$ cat src/rtl/muldiv_ctrl.sv
// rtl/muldiv_ctrl.sv - sequencer between the CPU and the multiply/divide units
//
// Accepts one multiply or divide request at a time, latches the operands for
// the units, fires a one-cycle start pulse, waits the unit latency and then
// copies the selected unit's result into the architectural HI/LO registers.
//
// Ports:
//   clk, reset                  clock, synchronous active-low reset
//   op_start, op_sel            request strobe, 0 = multiply / 1 = divide
//   srcA, srcB                  request operands (srcB is the divisor)
//   multCtrl, divCtrl           one-cycle start pulses to the units
//   unitA, unitB                latched operands driven to both units
//   mult_hi/lo, div_hi/lo       unit results (div_hi = remainder, div_lo = quotient)
//   hi, lo                      architectural HI/LO registers
//   busy, done, divZero         stall flag, completion pulse, divide-by-zero pulse
module muldiv_ctrl #(
  parameter int N_BITS   = 32,
  parameter int MULT_LAT = 32,
  parameter int DIV_LAT  = 32
) (
  input  logic              clk,
  input  logic              reset,
  input  logic              op_start,
  input  logic              op_sel,
  input  logic [N_BITS-1:0] srcA,
  input  logic [N_BITS-1:0] srcB,
  output logic              multCtrl,
  output logic              divCtrl,
  output logic [N_BITS-1:0] unitA,
  output logic [N_BITS-1:0] unitB,
  input  logic [N_BITS-1:0] mult_hi,
  input  logic [N_BITS-1:0] mult_lo,
  input  logic [N_BITS-1:0] div_hi,
  input  logic [N_BITS-1:0] div_lo,
  output logic [N_BITS-1:0] hi,
  output logic [N_BITS-1:0] lo,
  output logic              busy,
  output logic              done,
  output logic              divZero
);

  localparam int MAX_LAT = (MULT_LAT > DIV_LAT) ? MULT_LAT : DIV_LAT;
  localparam int CNT_W   = $clog2(MAX_LAT + 1);
  localparam logic [CNT_W-1:0] MULT_LOAD = CNT_W'(MULT_LAT - 1);
  localparam logic [CNT_W-1:0] DIV_LOAD  = CNT_W'(DIV_LAT - 1);

  typedef enum logic [1:0] {IDLE, START, WAIT} state_t;

  state_t            state, state_nxt;
  logic [CNT_W-1:0]  cnt, cnt_nxt;
  logic              sel_q, sel_nxt;
  logic [N_BITS-1:0] unit_a_nxt, unit_b_nxt, hi_nxt, lo_nxt;
  logic              busy_nxt, done_nxt, div_zero_nxt, mult_ctrl_nxt, div_ctrl_nxt;

  always_ff @(posedge clk) begin
    if (!reset) begin
      state    <= IDLE;
      cnt      <= '0;
      sel_q    <= 1'b0;
      unitA    <= '0;
      unitB    <= '0;
      hi       <= '0;
      lo       <= '0;
      busy     <= 1'b0;
      done     <= 1'b0;
      divZero  <= 1'b0;
      multCtrl <= 1'b0;
      divCtrl  <= 1'b0;
    end else begin
      state    <= state_nxt;
      cnt      <= cnt_nxt;
      sel_q    <= sel_nxt;
      unitA    <= unit_a_nxt;
      unitB    <= unit_b_nxt;
      hi       <= hi_nxt;
      lo       <= lo_nxt;
      busy     <= busy_nxt;
      done     <= done_nxt;
      divZero  <= div_zero_nxt;
      multCtrl <= mult_ctrl_nxt;
      divCtrl  <= div_ctrl_nxt;
    end
  end

  // Every output is registered, so the start strobe is computed on the
  // accepting edge and is therefore high during the START cycle itself.
  always_comb begin
    state_nxt     = state;
    cnt_nxt       = cnt;
    sel_nxt       = sel_q;
    unit_a_nxt    = unitA;
    unit_b_nxt    = unitB;
    hi_nxt        = hi;
    lo_nxt        = lo;
    busy_nxt      = busy;
    done_nxt      = 1'b0;
    div_zero_nxt  = 1'b0;
    mult_ctrl_nxt = 1'b0;
    div_ctrl_nxt  = 1'b0;

    case (state)
      IDLE: begin
        if (op_start) begin
          if (op_sel && (srcB == '0)) begin
            // rejected divide: nothing is started and HI/LO stay as they are
            div_zero_nxt = 1'b1;
          end else begin
            unit_a_nxt    = srcA;
            unit_b_nxt    = srcB;
            sel_nxt       = op_sel;
            busy_nxt      = 1'b1;
            mult_ctrl_nxt = ~op_sel;
            div_ctrl_nxt  = op_sel;
            state_nxt     = START;
          end
        end
      end

      START: begin
        cnt_nxt   = sel_q ? DIV_LOAD : MULT_LOAD;
        state_nxt = WAIT;
      end

      WAIT: begin
        if (cnt == '0) begin
          hi_nxt    = sel_q ? div_hi : mult_hi;
          lo_nxt    = sel_q ? div_lo : mult_lo;
          done_nxt  = 1'b1;
          busy_nxt  = 1'b0;
          state_nxt = IDLE;
        end else begin
          cnt_nxt = cnt - 1'b1;
        end
      end

      default: state_nxt = IDLE;
    endcase
  end

endmodule

$ cat config.mk
export PLATFORM = sky130hd
export DESIGN_NAME = muldiv_ctrl
export DESIGN_NICKNAME = d
export VERILOG_FILES = /design/src/rtl/muldiv_ctrl.sv
export SDC_FILE = /design/constraint.sdc
export NUM_CORES = 1
export LEC_CHECK = 0
export CAP_MARGIN = 40
export CORE_UTILIZATION = 45
export CTS_CLUSTER_SIZE = 8
export DETAILED_ROUTE_END_ITERATION = 12
export GPL_TIMING_DRIVEN = 0
export PLACE_DENSITY_LB_ADDON = 0.08
export SYNTH_ARGS = -nofsm -noshare
export SYNTH_HDL_FRONTEND = slang
export SYNTH_SLANG_ARGS = --single-unit
$ cat constraint.sdc
create_clock -name clk -period 4.15 [get_ports clk]
set_input_delay 1.0375 -clock clk [delete_from_list [all_inputs] [get_ports clk]]
set_output_delay 1.0375 -clock clk [all_outputs]
set_load 0.1 [all_outputs]
After elaboration in Yosys (flattened, before gate mapping)
Index checks and enable logic that the tools add are counted.

Add/subtract/negate cells: 1. Eq/ne operators: 6. Muxes and demuxes: 14. Bitwise operators: 5. Reduce and logical (&&, ||, !) cells: 14.

Operators by type and width (number): 2-to-1 mux 32 bit (2); logical NOT 32 bit (1); one-hot mux 6 bit (2 select lines) (1); AND reduction 3 bit (3); inequality test 2 bit (second input constant) (4); logical NOT 6 bit (1); 2-to-1 mux 2 bit (3); 2-to-1 mux 6 bit (1); one-hot mux 2 bit (3 select lines) (1); AND reduction 2 bit (3); subtractor 6 x 1 -> 6 bit (second input constant) (1); 2-to-1 mux 1 bit (5); NOT 1 bit (5); AND reduction 4 bit (1); nonzero test 2 bit (2); OR reduction 4 bit (1); == test 2 x 1 -> 1 bit (second input constant) (1); == test 2 bit (second input constant) (1); logical NOT 2 bit (1); one-hot mux 1 bit (2 select lines) (1); logical AND 1 bit (1).

Bits in registers: 142. Input port bits: 196. Output and inout bits: 133. Logic and storage cells: 52.

Longest topological paths before layout
Gate-level depths: netlist of run 1.

Depth after elaboration: 5. Mapped depth: 7. Gate-level depth less buffers: 6.

Least setup slack after synthesis of run 1
No wires, ideal clock.

Path type: input -> register. Start: input srcB[7]. End: register unitB[8]. Library setup time: 0.075 ns. Data arrival time: 2.439 ns. Data required time: 4.075 ns. Slack: 1.636 ns. Stages on the path: 6. Buffers on the path: 2. Cell sequence: nor4_1 > nand4_1 > buf_6 > buf_6 > or4_1 > o211ai_2.

Word-level cells in the longest chain between the ends: 4.

Ends and longest elaborated chain: start, declared (RTL line 26) `input logic [N_BITS-1:0] srcB,`; logical NOT 32 bit (RTL line 104) `if (op_sel && (srcB == '0)) begin`; logical AND 1 bit (RTL line 104); NOT 1 bit (no line); AND reduction 3 bit (no line); end signal, assigned (RTL line 74) `unitB <= unit_b_nxt;`; end, declared (RTL line 30) `output logic [N_BITS-1:0] unitB,`.

Every way passes these cells. A chain may end at the register's enable or synchronous reset.

Final worst setup path of run 1
Start: input op_start. End: register unitB[1].

Word-level cells in the longest chain between the ends: 1.

Ends and longest elaborated chain: start, declared (RTL line 23) `input logic op_start,`; AND reduction 3 bit (no line).

Every way passes these cells.

==> impl_results.md, run 1 <==
- Placed cell area: 0.0132 mm2
- Detailed Route WL: 34700 um
- Initial antenna violation count: 4
- Hold Crit Class: reg -> reg
- Utilization after layout: 91.0%
- Fin cells: 1496
- # nets final: 1488
- Top post-synthesis cells by area: dfxtp_1 41%, mux2i_1 9.2%, a211oi_1 7.2%
- Share of cells above drive strength 1: 15.3%
- WS Path Type: in -> reg
- Fin crit share: 75.2%
- Asr flop ratio synth: 0%
- Post-CTS resize count: 0
- Maxcap violations: 0
- CTS Buf Count: 17
- Fin. max-slew vios: 0
- CTS sink cnt: 142
- Core Area: 0.0151 mm2
- Top delay family on crit path: buffers and inverters
- Postcts setup bufs: 0
- Synthesized netlist cell count: ~810
- Slowest cell delay on critical path: 0.52 ns
- Share of the synthesized area in the top cell type: 40.8%
- CP startpoint kind: primary input
- Cts hold-fix bufs: 0
- Total grt overflow: 0
- Syn Area/Cell: ~8.6 um2
- Top cell by count, worst path: clkbuf_1
- XOR/XNOR Fraction of Synth Area: 0.126%
- Antenna Nets Post-Route: 0
- Clk_skew: 0.0120 ns
- Fmax: 320 MHz
- Root buffer cell: clkbuf_16
- Register Area: 0.00284 mm2
- Area of the multi-input gates: roughly 0.0037 mm2
- Top-count cell post-synth: dfxtp_1
- Largest net degree at the start of global routing: 17
- Placed insts: 1459
- Die area: roughly 0.016 mm2
- CP max stage cell: clkbuf_1
- Synth cell count leaders: 142 x dfxtp_1, 100 x nand2_1, 74 x nor2_1
- Crit path buf inv count: 4
- Main combinational cell family by area after synthesis: simple AND/OR/NAND/NOR gates
- DRT iter0 DRCs: ~950
- Yosys warning total: 0
- Pre-antenna DRT Iters: 6
- Rows: 45
- Unrepaired setup endpoints after global routing: no
- Number of synthesized flops with an enable pin: 0
- Worst IR drop on VDD: between 0.3 and 0.4 mV
- Gr usage total: 43.7%
- Crit end category: flop
- Static Leak: 5.10 nW
- Worst skew pair latency: 0.43 ns
- Worst path cell trace: clkdlybuf4s50_1, nor3b_1, clkbuf_1, clkbuf_1, clkbuf_1, nand3_1, o211ai_1
- Crit Path Max Fanout: 10
- Required @ worst endpoint: 4.49 ns
- Post-synthesis sequential area ratio: 40.8%
- Wire per inst: 23.2 um
- H-Tree Depth: 4
- Half-perimeter wire length after placement: roughly 24000 um
- Mux cell area share after synthesis: 9.18%
- Area grow syn2layout: 97.5%
- Worst-path clk slew: 0.05 ns
- Cell Pwr Density: 374 mW/mm2
- Slew HR: 48.4%
- Syn nets: 1009
- Routed via count: 9299
- Avg Vias per Cell: 6.22
- DIE HEIGHT: 127 um
- Vias in the first global route: approximately 9400
- CTS tree: done
- CP arrival: 3.46 ns
- Final hold vios: 0
- Status: finished, final reports clean
- Post-synthesis register bit count: 142
- Mapped cell area: ~0.0070 mm2
- Starting density of the core: a little under half
- Final RePlAce weighted congestion: 0.838
- Most common flop cell mapped by yosys: dfxtp_1
- Post-synthesis cell type count: 42
- Endpoints failing setup: 0
- Total power: 5.15 mW
- Adder-cell share of the synthesized area: less than 1%
- Ports: 329
- Min cycle time layout: 3.12 ns
- Die width: 127 um
- Synth Area in Compound Gates: 20.0%
- DRC Markers: 0
- Area leader, netlist: dfxtp_1
- Worst Tran Pin Value: 0.774 ns
- Clk buf depth: 2
- IO Port Bufs: 327
- Fin Setup TNS: 0 ns
- Simple-gate area share of the yosys netlist: approximately a quarter
- Cell area after layout: 0.0138 mm2
- Filler cells: 569
- First-pass GRT wire length: 53400 um
==> area by class of cell <==
| class | instances | area share (%) |
|---|---|---|
| Timing Repair Buffer | 460 | 43.2 |
| Buffer | 88 | 2.73 |
| Sequential cell | 142 | 20.6 |
| Clock inverter | 5 | 0.545 |
| Tap cell | 188 | 1.71 |
| Clock buffer | 27 | 3.87 |
| Inverter | 4 | 0.109 |
| Antenna cell | 5 | 0.0908 |
| Multi-Input combinational cell | 577 | 27.2 |
==> where the power goes <==
part	leakage (nW)	total, mW	internal (mW)	switching [mW]
Combinational	3.63	2.00	0.810	1.19
Sequential	1.16	1.55	1.47	0.0791
Clock	0.303	1.60	0.996	0.608
Total	5.10	5.15	3.28	1.87
==> tightest hold or removal path: stages (launching register included) <==
cell      delay, ns
dfxtp_1        0.31
nand2_1        0.05
o21bai_1       0.05
==> cells in the final DEF (no fill, tap or decap), drive strengths merged, types with 2 or more instances in the layout <==
master and count:
a211oi 67, a21oi 10, a31oi 2, and2 2
and3 33, buf 152, bufinv 2, clkbuf 96
clkdlybuf4s50 327, clkinv 3, dfxtp 142, diode 5
ha 2, inv 4, mux2i 64, nand2 100
nand2b 4, nand3 30, nor2 74, nor3 3
nor4 7, nor4b 3, o2111ai 33, o211ai 29
o21ai 34, o21bai 2, o221a 3, or4 62
==> routing by layer <==
layer	global-route usage (%)	share of wire, %
met3	14.7	8.3
met4	33.7	7.8
met5	3.10	0
met2	74.1	49
met1	44.5	35
==> state kept, by name, indices dropped and copies added, names as in the netlist, 2 cells and up <==
register / flops
cnt: 6
state: 2
unitB: 32
unitA: 32
hi: 32
lo: 32
==> per-stage QoR <==
| stage | worst slack, ns | hold slack, ns |
|---|---|---|
| floorplan | 1.64 | 0.489 |
| finish | 1.03 | 0.459 |
| global placement | 0.632 | 0.441 |
| detailed placement | 0.648 | 0.448 |
| CTS | 1.04 | 0.455 |
| global route | 0.857 | 0.491 |
==> cells by family after synthesis <==
family | after synthesis
and+or+nand+nor | 326
AOI/OAI and AO/OA | 184
DFF | 142
buffers and inverters | 92
muxes | 64
adders and majority gates | 2
xor gates and xnor gates | 1
==> worst paths after layout <==
kind | start | endpoint | slack [ns] | depth (start not counted)
min reg2reg | busy$_SDFFE_PN0P_ | busy$_SDFFE_PN0P_ | 0.46 | 2
min | busy$_SDFFE_PN0P_ | busy$_SDFFE_PN0P_ | 0.46 | 2
max reg2reg | cnt[2]$_SDFFE_PN0P_ | lo[15]$_SDFFE_PN0P_ | 1.65 | 6
max | op_start | unitB[1]$_SDFFE_PN0P_ | 1.03 | 7
No activity file was read; power rests on OpenSTA's default activity.
==> run 2, diff against run 1 <==
- CORE_UTILIZATION: 45 -> 42
- clock period: 4.15 -> 3.1 ns (I/O delays scaled with it)
==> impl_results.md, run 2 (synthesis results as in run 1) <==
- Status: finished, final reports clean (unchanged)
- Antenna Nets Post-Route: 0 (unchanged)
- Core Area: 0.0161 mm2 (was 0.0151 mm2)
- Avg Vias per Cell: 5.94 (was 6.22)
- CTS sink cnt: 142 (unchanged)
- Die area: 0.0171 mm2 (was 0.0160 mm2)
- DRC Markers: 0 (unchanged)
- Worst path cell trace: clkdlybuf4s50_1, nor4_1, nand4_1, buf_6, buf_6, or4_1, o211ai_1 (was clkdlybuf4s50_1, nor3b_1, clkbuf_1, clkbuf_1, clkbuf_1, nand3_1, o211ai_1)
- Detailed Route WL: 34000 um (was 34700 um)
- Top cell by count, worst path: buf_6 (was clkbuf_1)
- Worst skew pair latency: 0.43 ns (about the same)
- Wire per inst: 22.3 um (was 23.2 um)
- Worst slack, placed: -0.106 ns (was 0.648 ns)
- Area grow syn2layout: 99.0% (was 97.5%)
- Starting density of the core: 43.4% (was 46.1%)
- Die width: 131 um (was 127 um)
- IO Port Bufs: 327 (unchanged)
- Ports: 329 (unchanged)
- H-Tree Depth: 4 (unchanged)
- Vias in the first global route: 9150 (was 9378)
- Top delay family on crit path: simple AND/OR/NAND/NOR gates (was buffers and inverters)
- Global Route met3 Usage: 12.5% (was 14.7%)
- Required @ worst endpoint: 3.44 ns (was 4.49 ns)
- Rows: 46 (was 45)
- Gr usage total: 39.0% (was 43.7%)
- # nets final: 1489 (was 1488)
- Total grt overflow: 0 (unchanged)
- Initial antenna violation count: 3 (was 4)
- Routed via count: 9053 (was 9299)
- CP max stage cell: or4_1 (was clkbuf_1)
- Unrepaired setup endpoints after global routing: no (unchanged)
- Share of cells above drive strength 1: 15.6% (was 15.3%)
- Final WS setup: 0.252 ns (was 1.03 ns)
- Commonest cells after routing, fill and taps aside: 327 x clkdlybuf4s50_1, 142 x dfxtp_1, 100 x nand2_1 (unchanged)
- Half-perimeter wire length after placement: 23900 um (was 24000 um)
- Clk buf depth: 2 (unchanged)
- Min cycle time layout: 2.85 ns
- Most common cell after layout, fill and taps aside: clkdlybuf4s50_1 (unchanged)
- Worst IR drop on VDD: 0.431 mV (was 0.315 mV)
- Cell Pwr Density: 507 mW/mm2 (was 374 mW/mm2)
- Crit path buf inv count: 3 (was 4)
- Crit end category: flop (unchanged)
- Global route hottest layer: met2 (unchanged)
- Cts hold-fix bufs: 0 (unchanged)
- Slowest cell delay on critical path: 0.53 ns (was 0.52 ns)
- Worst Tran Pin Value: 0.799 ns (was 0.774 ns)
- Static Leak: 5.13 nW (was 5.10 nW)
- Worst-path clk slew: 0.06 ns (was 0.05 ns)
- CP startpoint kind: primary input (unchanged)
- DRT iter0 DRCs: 715 (was 948)
- Clk_skew: 0.0126 ns (was 0.0120 ns)
- Fin crit share: 91.9%
- Fmax: 351 MHz
- Utilization after layout: 86.4% (was 91.0%)
- Hold Crit Class: reg -> reg (unchanged)
- Pre-antenna DRT Iters: 5 (was 6)
- Postcts setup bufs: 0 (unchanged)
- Post-CTS resize count: 0 (unchanged)
- WS Path Type: in -> reg (unchanged)
- Largest net degree at the start of global routing: 17 (unchanged)
- Fin. max-slew vios: 0 (unchanged)
- Endpoints failing setup: 0 (unchanged)
- Maxcap violations: 0 (unchanged)
- Crit Path Max Fanout: 10 (unchanged)
- First-pass GRT wire length: 50400 um (was 53400 um)
- Final RePlAce weighted congestion: 0.841 (was 0.838)
- CP arrival: 3.18 ns (was 3.46 ns)
- Met1 usage: 40.4% (was 44.5%)
- Met2 Use GR: 67.4% (was 74.1%)
- Root buffer cell: clkbuf_16 (unchanged)
- CTS Buf Count: 17 (unchanged)
- DIE HEIGHT: 131 um (was 127 um)
- CTS tree: done (unchanged)
- Slew HR: 46.7% (was 48.4%)
- Final hold vios: 0 (unchanged)
==> run 2: worst register-to-register path, delay by kind of cell (launching register included) <==
kind | cells | cell delay [ns]
DFF | 1 | 0.40
buffers and inverters | 2 | 0.55
AOI/OAI and AO/OA | 1 | 0.42
and+or+nand+nor | 3 | 0.83
==> run 2: final cells by class <==
cell class / instances / area, um2
timing repair buffer: 461 / 5970
fill: 780 / 2180
antenna: 3 / 7.51
tap: 216 / 270
buffer: 88 / 377
inverter: 4 / 15.0
multi-input combinational: 577 / 3740
clock buffer: 21 / 470
clock inverter: 11 / 186
sequential: 142 / 2840
==> run 2: layer usage <==
layer	wire length, um	part of all wire (%)	up-vias
met5	17	0.050	-
met4	2200	6.5	2
met3	3120	9.2	174
met2	16700	49	561
met1	12000	35	4305
li1	-	-	4011
==> run 2: power breakdown <==
group / internal [mW] / switching [mW] / leakage (nW)
Combinational: 1.08 / 1.57 / 3.64
Sequential: 1.97 / 0.0991 / 1.16
Clock: 1.49 / 0.825 / 0.323
==> run 2: per-stage QoR <==
step                std cells  cell area [um2]  total power, mW  hold slack (ns)  TNS, ns
finish                   1523            13900             7.03            0.457        0
global route             1522            13900             7.21            0.508        0
CTS                      1520            13900             7.01            0.457        0
detailed placement       1488            13200             4.70            0.449    -1.80
global placement         1354            10500             4.11            0.443   -0.730
floorplan                 811             6980             3.47            0.489        0
==> run 2: path summary, 6_finish.rpt <==
check | startpoint | endpoint | slack (ns) | cells past startpoint
worst max-delay path | srcB[25] | unitB[29]$_SDFFE_PN0P_ | 0.25 | 7
worst min-delay path | busy$_SDFFE_PN0P_ | busy$_SDFFE_PN0P_ | 0.46 | 2
worst max register to register | cnt[2]$_SDFFE_PN0P_ | hi[15]$_SDFFE_PN0P_ | 0.75 | 6
worst min register to register | busy$_SDFFE_PN0P_ | busy$_SDFFE_PN0P_ | 0.46 | 2
